`config.mk`:
```
export PLATFORM = sky130hd
export DESIGN_NAME = exec_ctrl
export DESIGN_NICKNAME = d
export VERILOG_FILES = /design/src/rtl/exec_ctrl.sv
export SDC_FILE = /design/constraint.sdc
export NUM_CORES = 1
export LEC_CHECK = 0
export CAP_MARGIN = 20
export CORE_MARGIN = 3
export CORE_UTILIZATION = 50
export DETAILED_ROUTE_END_ITERATION = 10
export PLACE_DENSITY_LB_ADDON = 0.25
export SLEW_MARGIN = 20
export SYNTH_ARGS = -nofsm -noshare
export SYNTH_HDL_FRONTEND = slang
export SYNTH_SLANG_ARGS = --single-unit
```
`constraint.sdc`:
```
create_clock -name i_clk -period 3.1 [get_ports i_clk]
set_clock_uncertainty 0.05 [all_clocks]
set_input_delay 0.465 -clock i_clk [delete_from_list [all_inputs] [get_ports i_clk]]
set_output_delay 0.465 -clock i_clk [all_outputs]
set_load 0.005 [all_outputs]
```
`src/rtl/exec_ctrl.sv`:
```
// Execution controller for the accumulator CPU.
// It gates the CPU datapath enable to provide run and single-step modes, and it detects HLT.
// After each halt or step it streams a state dump (PC, ACC, cycle count and the first data-memory
// words) over a valid/ready word interface.
module exec_ctrl #(
  parameter int unsigned OPBTS      = 5,
  parameter int unsigned DBTS       = 16,
  parameter int unsigned PCBTS      = 11,
  parameter int unsigned DABTS      = 11,
  parameter int unsigned DUMP_WORDS = 8,
  parameter logic [OPBTS-1:0] HLT_OP   = '0,
  parameter logic [7:0]       CMD_RUN  = 8'h63,
  parameter logic [7:0]       CMD_STEP = 8'h73,
  parameter logic [7:0]       CMD_CLR  = 8'h72
) (
  input  logic             i_clk,
  input  logic             i_rst,
  input  logic [7:0]       i_cmd,
  input  logic             i_cmd_valid,
  input  logic [OPBTS-1:0] i_op_code,
  input  logic [PCBTS-1:0] i_pc,
  input  logic [DBTS-1:0]  i_acc,
  output logic             o_cpu_en,
  output logic             o_cpu_rst,
  output logic [DABTS-1:0] o_dmem_addr,
  output logic             o_dmem_rd,
  input  logic [DBTS-1:0]  i_dmem_data,
  output logic [DBTS-1:0]  o_tx_data,
  output logic             o_tx_valid,
  input  logic             i_tx_ready,
  output logic             o_busy,
  output logic             o_halted,
  output logic [DBTS-1:0]  o_cycles
);

  localparam logic [DABTS-1:0] LastAddr = DABTS'(DUMP_WORDS - 1);

  typedef enum logic [2:0] {
    StIdle, StRun, StStep, StDumpPc, StDumpAcc, StDumpCyc, StMemRd, StMemSend
  } state_e;

  state_e           state_q, state_d;
  logic [DBTS-1:0]  cycles_q, cycles_d;
  logic             halted_q, halted_d;
  logic             cpu_rst_q, cpu_rst_d;
  logic             dmem_rd_q, dmem_rd_d;
  logic [DABTS-1:0] dmem_addr_q, dmem_addr_d;
  logic [DBTS-1:0]  tx_data_q, tx_data_d;
  // High during the first MEM_SEND cycle, when read data comes straight from the RAM port.
  logic             mem_first_q, mem_first_d;
  logic             is_hlt;
  logic             tx_done;

  assign is_hlt  = (i_op_code == HLT_OP);
  assign tx_done = i_tx_ready;

  // State and datapath registers; reset aborts any run or dump immediately.
  always_ff @(posedge i_clk or posedge i_rst) begin
    if (i_rst) begin
      state_q     <= StIdle;
      cycles_q    <= '0;
      halted_q    <= 1'b0;
      cpu_rst_q   <= 1'b0;
      dmem_rd_q   <= 1'b0;
      dmem_addr_q <= '0;
      tx_data_q   <= '0;
      mem_first_q <= 1'b0;
    end else begin
      state_q     <= state_d;
      cycles_q    <= cycles_d;
      halted_q    <= halted_d;
      cpu_rst_q   <= cpu_rst_d;
      dmem_rd_q   <= dmem_rd_d;
      dmem_addr_q <= dmem_addr_d;
      tx_data_q   <= tx_data_d;
      mem_first_q <= mem_first_d;
    end
  end

  // Next-state logic; each dump word is captured on the edge that enters its state.
  always_comb begin
    state_d     = state_q;
    cycles_d    = cycles_q;
    halted_d    = halted_q;
    cpu_rst_d   = 1'b0;
    dmem_rd_d   = 1'b0;
    dmem_addr_d = dmem_addr_q;
    tx_data_d   = tx_data_q;
    mem_first_d = 1'b0;
    unique case (state_q)
      StIdle: begin
        if (i_cmd_valid) begin
          if (i_cmd == CMD_RUN && !halted_q) begin
            state_d = StRun;
          end else if (i_cmd == CMD_STEP && !halted_q) begin
            state_d = StStep;
          end else if (i_cmd == CMD_CLR) begin
            cpu_rst_d = 1'b1;
            cycles_d  = '0;
            halted_d  = 1'b0;
          end
        end
      end
      StRun: begin
        if (is_hlt) begin
          halted_d  = 1'b1;
          state_d   = StDumpPc;
          tx_data_d = DBTS'(i_pc);
        end else if (cycles_q != '1) begin
          cycles_d = cycles_q + DBTS'(1);
        end
      end
      StStep: begin
        if (is_hlt) begin
          halted_d = 1'b1;
        end else if (cycles_q != '1) begin
          cycles_d = cycles_q + DBTS'(1);
        end
        state_d   = StDumpPc;
        tx_data_d = DBTS'(i_pc);
      end
      StDumpPc: begin
        if (tx_done) begin
          state_d   = StDumpAcc;
          tx_data_d = i_acc;
        end
      end
      StDumpAcc: begin
        if (tx_done) begin
          state_d   = StDumpCyc;
          tx_data_d = cycles_q;
        end
      end
      StDumpCyc: begin
        if (tx_done) begin
          state_d     = StMemRd;
          dmem_addr_d = '0;
          dmem_rd_d   = 1'b1;
        end
      end
      StMemRd: begin
        state_d     = StMemSend;
        mem_first_d = 1'b1;
      end
      StMemSend: begin
        if (mem_first_q) begin
          tx_data_d = i_dmem_data;
        end
        if (tx_done) begin
          if (dmem_addr_q == LastAddr) begin
            state_d = StIdle;
          end else begin
            state_d     = StMemRd;
            dmem_addr_d = dmem_addr_q + DABTS'(1);
            dmem_rd_d   = 1'b1;
          end
        end
      end
      default: state_d = StIdle;
    endcase
  end

  // Output decode; the first memory-word cycle forwards RAM data before it is held.
  always_comb begin
    o_cpu_en    = (state_q == StRun || state_q == StStep) && !is_hlt;
    o_tx_valid  = (state_q == StDumpPc) || (state_q == StDumpAcc) ||
                  (state_q == StDumpCyc) || (state_q == StMemSend);
    o_tx_data   = (state_q == StMemSend && mem_first_q) ? i_dmem_data : tx_data_q;
    o_busy      = (state_q != StIdle);
    o_halted    = halted_q;
    o_cycles    = cycles_q;
    o_cpu_rst   = cpu_rst_q;
    o_dmem_rd   = dmem_rd_q;
    o_dmem_addr = dmem_addr_q;
  end

endmodule

```
==> metrics.md <==
| Metric | Value |
|---|---|
| Status | `finished clean` |
| Worst EP required | `2580 ps` |
| RSZ-0062 raised after global routing | `no` |
| Fraction of layout cells with a size suffix above 1 | `0.107` |
| Worst-Margin Slew | `708 ps` |
| FP Rows | `28` |
| Clock slew at reported path FFs | `110 ps` |
| Initial antenna violation count | `0` |
| Setup TNS | `0 ps` |
| Leakage | `~1.9 nW` |
| Net count after synthesis | `420` |
| Core ar. | `6100 µm²` |
| Largest stage delay, worst path | `roughly 650 ps` |
| Reg2Reg Depth | `5` |
| Post-synth EDFFs | `0` |
| Crit path buffers/inverters | `2` |
| Vias in the first global route | `3171` |
| Max VDD drop | `a little over 0.4 mV` |
| Reg-to-Reg End | `o_cycles[12]$_DFFE_PP0P_` |
| Initial DRT Pass Iterations | `5` |
| DP HPWL | `slightly above 7 mm` |
| Gr usage total | `0.264` |
| Final Hold Fails | `0` |
| # clock sinks | `50` |
| Most common cell after layout, fill and taps aside | `clkdlybuf4s50_1` |
| Post-route DRC violation count | `0` |
| Starting Density | `0.534` |
| Crit path DAT | `2190 ps` |
| H-Tree Depth | `2` |
| Die X | `86.7 µm` |
| Endpoints failing setup | `0` |
| Largest net degree at the start of global routing | `51` |
| Seq/Total Area, Yosys | `0.384` |
| Slowest-stage cell, CP | `dfrtp_1` |
| Post-synth ARST share | `1.00` |
| Cell family with most CP delay | `flip-flops` |
| Cells after synthesis | `358` |
| Startpoint types | `flop` |
| WL/cell | `about 19 µm` |
| Fin util | `0.739` |
| Final setup margin | `a little under 400 ps` |
| Via count | `3363` |
| Most frequent cells in the layout | `clkdlybuf4s50_1 (108), dfrtp_1 (50), nor2_1 (33)` |
| Avg Inst Size Synth | `9.09 µm²` |
| DRT Wirelength | `9.95 mm` |
| Fillers | `479` |
| Unique masters post-synth | `58` |
| Final Max Tran Viols | `0` |
| Fmax | `0.369 GHz` |
| Fin area | `4500 µm²` |
| Synthesized area | `around 3300 µm²` |
| Antenna-violating nets left | `0` |
| DP Area | `4380 µm²` |
| Rel. slew slack | `0.527` |
| HP Class | `primary input to async pin` |
| Initial DRC count | `around 300` |
| CP Max Fanout | `12` |
| Hold_buf cts | `0` |
| NumNets Final | `519` |
| Diode count | `0` |
| Crit. End Element | `primary output` |
| Crit-path cells | `xor2_4 -> o211ai_2 -> inv_2 -> clkdlybuf4s50_1` |
| Die ar. | `7510 µm²` |
| Post_cts resized | `0` |
| Max Cap Viol | `0` |
| First-pass GRT wire length | `15.6 mm` |
| Overflow left after global routing | `0` |
| CTS Buf Count | `5` |
| Clk root buf | `clkbuf_8` |
| Ys Warns | `0` |
| Postcts setup bufs | `0` |
| Flop2flop setup slack | `690 ps` |
| FF+latch count, synth | `50` |
| Yosys top cell by area | `dfrtp_1` |
| Area added between synthesis and finish | `38.4%` |
| GP Congestion | `0.870` |
| RR Startpoint | `state_q[0]$_DFFE_PP0P_` |
| Die height | `86.7 µm` |
| WS Path Type | `flop to primary output` |
| Maximum clock path buffer count | `2` |
| Final min period | `2710 ps` |
| Post-synth top flop | `dfrtp_1` |
| Tot Pwr | `3.11 mW` |
| Setup WS pre-CTS | `361 ps` |
| Final period util | `0.874` |
| Share of the synthesized area in the top cell type | `0.384` |
| Clk_lat worst skew | `between 300 and 400 ps` |
| Power Dens Cells | `690 nW/µm²` |
| Number of I/O pins | `109` |
| CTS tree | `yes` |
| Leading post-synthesis cells by cell area | `dfrtp_1 (38%), mux2_2 (5.9%), a221oi_1 (5.4%), nor2_1 (3.9%), mux2i_1 (3.4%)` |
| Buffers on Ports | `108` |
| Via-to-Cell Ratio | `6.31` |
## per-stage QoR
stage | hold slack (ps) | cells
after floorplan | 409 | 358
after global placement | 430 | 524
after detailed placement | 437 | 524
after CTS | 457 | 532
after global routing | 472 | 533
final | 451 | 533
## cell usage after synthesis (10+ instances only)
master	n
o21ai_0	16
nand2_1	21
nand3_1	13
a221oi_1	20
o31ai_1	14
mux2_2	17
nor2_1	34
a21oi_1	17
dfrtp_1	50
nand4_1	14
mux2i_1	11
buf_2	10
inv_1	19
## worst max path at each step
stage                                start  depth (start not counted)                         to  slack (ps)
global placement              i_op_code[3]                          6  tx_data_q[13]$_DFFE_PP0P_         420
CTS                 state_q[0]$_DFFE_PP0P_                          4                   o_cpu_en         410
finish              state_q[0]$_DFFE_PP0P_                          4                   o_cpu_en         390
detailed placement            i_op_code[3]                          6  tx_data_q[13]$_DFFE_PP0P_         360
global route        state_q[0]$_DFFE_PP0P_                          4                   o_cpu_en         260
floorplan           state_q[0]$_DFFE_PP0P_                          5              o_tx_data[10]        1060
## power by group
group | total (mW) | internal [mW] | leakage [nW] | switching [mW]
Clock | 0.470 | 0.241 | 0.0514 | 0.229
Sequential | 1.02 | 0.818 | 0.645 | 0.198
Combinational | 1.62 | 0.875 | 1.18 | 0.749
## layer usage
| metal | GRT usage | wire (µm) |
|---|---|---|
| met1 | 0.388 | 4300 |
| met2 | 0.401 | 4610 |
| met3 | 0.0428 | 857 |
| met4 | 0.0779 | 183 |
| met5 | 0 | 0 |
## worst min-delay path: cells and delay by family
kind | cells | cell delay [ps]
buffers and inverters | 3 | 730
## state kept, by name, summed over array words and instances, names as in the netlist
name and cells:
o_cpu_rst 1, o_cycles 16, tx_data_q 16, o_dmem_rd 1, state_q 3, o_dmem_addr 11
o_halted 1, mem_first_q 1
## cells by family (layout without fill, tap and decap cells)
| family | after synthesis | count (layout) | synth area share |
|---|---|---|---|
| adders and majority gates | 2 | 2 | 0.00769 |
| muxes | 33 | 33 | 0.110 |
| DFF | 50 | 50 | 0.384 |
| AOI/OAI and AO/OA | 104 | 104 | 0.223 |
| xor gates and xnor gates | 6 | 6 | 0.0219 |
| and+or+nand+nor | 117 | 117 | 0.190 |
| buffers and inverters | 46 | 146 | 0.0627 |
## cell type report
cell class | instances | area, µm² | area share
inverters | 20 | 75.1 | 0.0167
flip-flops and latches | 50 | 1250 | 0.278
clock buffers | 6 | 72.6 | 0.0161
multi-input cells | 262 | 1800 | 0.400
repair buffers | 118 | 1170 | 0.260
well taps | 75 | 93.8 | 0.0208
clock inverters | 2 | 37.5 | 0.00833
Power figures use the tool's default switching activity.
==> RTL edit, RTL diff (same settings) <==
The parameter `DABTS` goes from 11 to 10.
--- a/src/rtl/exec_ctrl.sv
+++ b/src/rtl/exec_ctrl.sv
@@ -6,7 +6,7 @@
   parameter int unsigned OPBTS      = 5,
   parameter int unsigned DBTS       = 16,
   parameter int unsigned PCBTS      = 11,
-  parameter int unsigned DABTS      = 11,
+  parameter int unsigned DABTS      = 10,
   parameter int unsigned DUMP_WORDS = 8,
   parameter logic [OPBTS-1:0] HLT_OP   = '0,
   parameter logic [7:0]       CMD_RUN  = 8'h63,
Ports: changed (resized o_dmem_addr); port bits go from 109 to 108. The function was not compared with the original's and may differ.
==> RTL edit against the unedited design <==
  * Utilization is 1.9 points higher
  * Maximum frequency is 7.3% lower
  * Critical endpoint is now o_tx_data[0]
  * Highest routed layer unchanged
  * Power is 6.3% higher
  * Routed wire length is 4.4% lower
  * Sequential cell count is 1 lower
  * Die area is 5.0% lower
  * Worst hold slack better by 0.037 ns
  * Cell area is 3.4% lower
  * First-iteration DRC count is 2.7% lower
  * Area after synthesis is 5.3% lower
  * Setup slack worse by 0.21 ns
==> RTL edit: results (changes against the unedited design) <==
Logic synthesis
  • Synth cell types: 54 (was 58)
  • Post-synthesis area per instance: 9.14 um2 (was 9.09 um2)
  • YS warnings: 0 (unchanged)
  • Seq/Total Area, Yosys: 39.8% (was 38.4%)
  • Async SR Flop Fraction: 100% (unchanged)
  • Synth Flop Type: dfrtp_1 (unchanged)
  • Synth area leaders: dfrtp_1 (40%), a221oi_1 (6.3%), mux2_2 (6.2%) (was dfrtp_1 (38%), mux2_2 (5.9%), a221oi_1 (5.4%))
  • Synthesized Nets: 399 (was 420)
  • Commonest cells post-synth: dfrtp_1 (49), nor2_1 (46), a21oi_1 (37) (was dfrtp_1 (50), nor2_1 (34), nand2_1 (21))
  • Post-synth EDFFs: 0 (unchanged)

Place
  • Placed Cells: 506 (was 524)
  • Buffers on Ports: 107 (was 108)
  • Gpl congestion: 0.899 (was 0.870)
  • Dpl cell area: 4230 um2 (was 4380 um2)
  • Hpwl dp: 6960 um (was 7160 um)

Clock tree
  • Worst-Skew Late Latency: 0.31 ns
  • CTS Root Buffer Type: clkbuf_8 (unchanged)
  • Clock buffer count from CTS: 5 (unchanged)
  • Clk slew on worst S/H paths: 0.09 ns (was 0.11 ns)
  • H-tree Lvls: 2 (unchanged)
  • Post_cts resized: 0 (unchanged)
  • Setup repair bufs after CTS: 0 (unchanged)
  • Clk buf depth: 2 (unchanged)

Min path
  • Worst hold path class: reg -> reg (was in -> async)

Global route
  • Largest net degree at the start of global routing: 50 (was 51)
  • GRT Total Usage: 27.4% (was 26.4%)
  • Global-route wire length before repair: 15900 um (was 15600 um)
  • Initial antenna violation count: 0 (unchanged)
  • Number of global-route vias before repair: 3292 (was 3171)
  • Total gr overflow: 0 (unchanged)

Worst setup path
  • Delay-heaviest family, CP: buffers and inverters (was flip-flops)
  • CP peak stage delay: 0.55 ns (was 0.65 ns)
  • Slowest CP cell: dfrtp_1 (unchanged)
  • Critical path arrival: 2.41 ns (was 2.19 ns)
  • Crit path max fanout: 10 (was 12)

Route
  • Routed vias: 3225 (was 3363)
  • Via density: 6.27 (was 6.31)
  • DRT Pass-1 Iters: 4 (was 5)
  • Iteration-0 DRC Markers: 290 (was 298)
  • Final WL: 9520 um (was 9950 um)

Pwr
  • P_int: 2010 uW (was 1930 uW)
  • Leakage: 0.00172 uW (was 0.00188 uW)
  • VDD IR-drop max: 0.510 mV (was 0.405 mV)

Run status
  • Status: finished clean (unchanged)

Timing
  • Worst Tran Pin Value: 0.841 ns (was 0.708 ns)

Layout
  • Number of nets in the layout: 503 (was 519)
  • Ratio of cells with drive above 1 in the final layout: 11.5% (was 10.7%)
  • ANT cells: 0 (unchanged)
==> RTL edit: cell count changes after synthesis, sizes merged, moves of 8 or more <==
cell   before  now
mux2i      11    0
buf        17    9
a21oi      17   37
nand4      14    2
nor2       34   46
o21ai      23    7
o31ai      14    3
xnor2       1   11
==> RTL edit: logic make-up after synthesis <==
kind of cell             share of synthesized area, %
AO/OA/AOI/OAI                                    25.4
XOR/XNOR                                         4.22
adder cells (fa/ha/maj)                         0.812
buffers and inverters                            4.87
flip-flops                                       39.8
multiplexers                                     6.21
AND/OR/NAND/NOR                                  18.6
==> RTL edit: metal layers <==
layer	up-vias	part of all wire, %	global-route usage [%]
li1	1478	-	-
met1	1551	41	35.4
met2	177	48	44.3
met3	19	10	7.56
met4	0	1.7	9.78
met5	-	0	0
==> RTL edit: final cells by class <==
class	instances	area (um2)
clock buffer	6	82.6
fill	435	1390
inverter	13	48.8
tap	72	90.1
timing repair buffer	119	1160
clock inverter	2	37.5
multi-input combinational	253	1700
sequential	49	1230
==> RTL edit: worst min-delay path, cell delays in order, from the launching register on <==
cell and delay, ns:
dfrtp_1 0.35, nor2_1 0.05, a21oi_1 0.10
==> RTL edit: power by group through the flow <==
stage | clock network [uW] | logic [uW] | registers, uW
finish | 490 | 1800 | 1010
global route | 511 | 1980 | 1030
CTS | 490 | 1790 | 999
detailed placement | 0 | 1780 | 1010
global placement | 0 | 1730 | 1000
floorplan | 0 | 1080 | 945
==> RTL edit: worst paths after layout <==
path                                           from                    endpoint  slack [ns]  depth (start not counted)
max in group asynchronous                     i_rst    tx_data_q[6]$_DFFE_PP0P_        2.00                          3
hold reg to reg            tx_data_q[6]$_DFFE_PP0P_    tx_data_q[6]$_DFFE_PP0P_        0.49                          2
setup reg to reg             state_q[0]$_DFFE_PP0P_  o_dmem_addr[4]$_DFFE_PP0P_        0.71                          5
hold / removal             tx_data_q[6]$_DFFE_PP0P_    tx_data_q[6]$_DFFE_PP0P_        0.49                          2
min in group asynchronous                     i_rst  o_dmem_addr[3]$_DFFE_PP0P_        0.59                          3
setup / recovery             state_q[0]$_DFFE_PP0P_                o_tx_data[0]        0.18                          5
==> RTL edit: per-stage QoR <==
step / power (uW) / worst slack (ns) / utilization, %
after floorplan: 2030 / 1.00 / -
after global placement: 2730 / 0.472 / 73.7
after global routing: 3530 / 0.0293 / 75.8
after detailed placement: 2790 / 0.381 / 73.7
after CTS: 3280 / 0.154 / 75.8
final: 3300 / 0.177 / 75.8
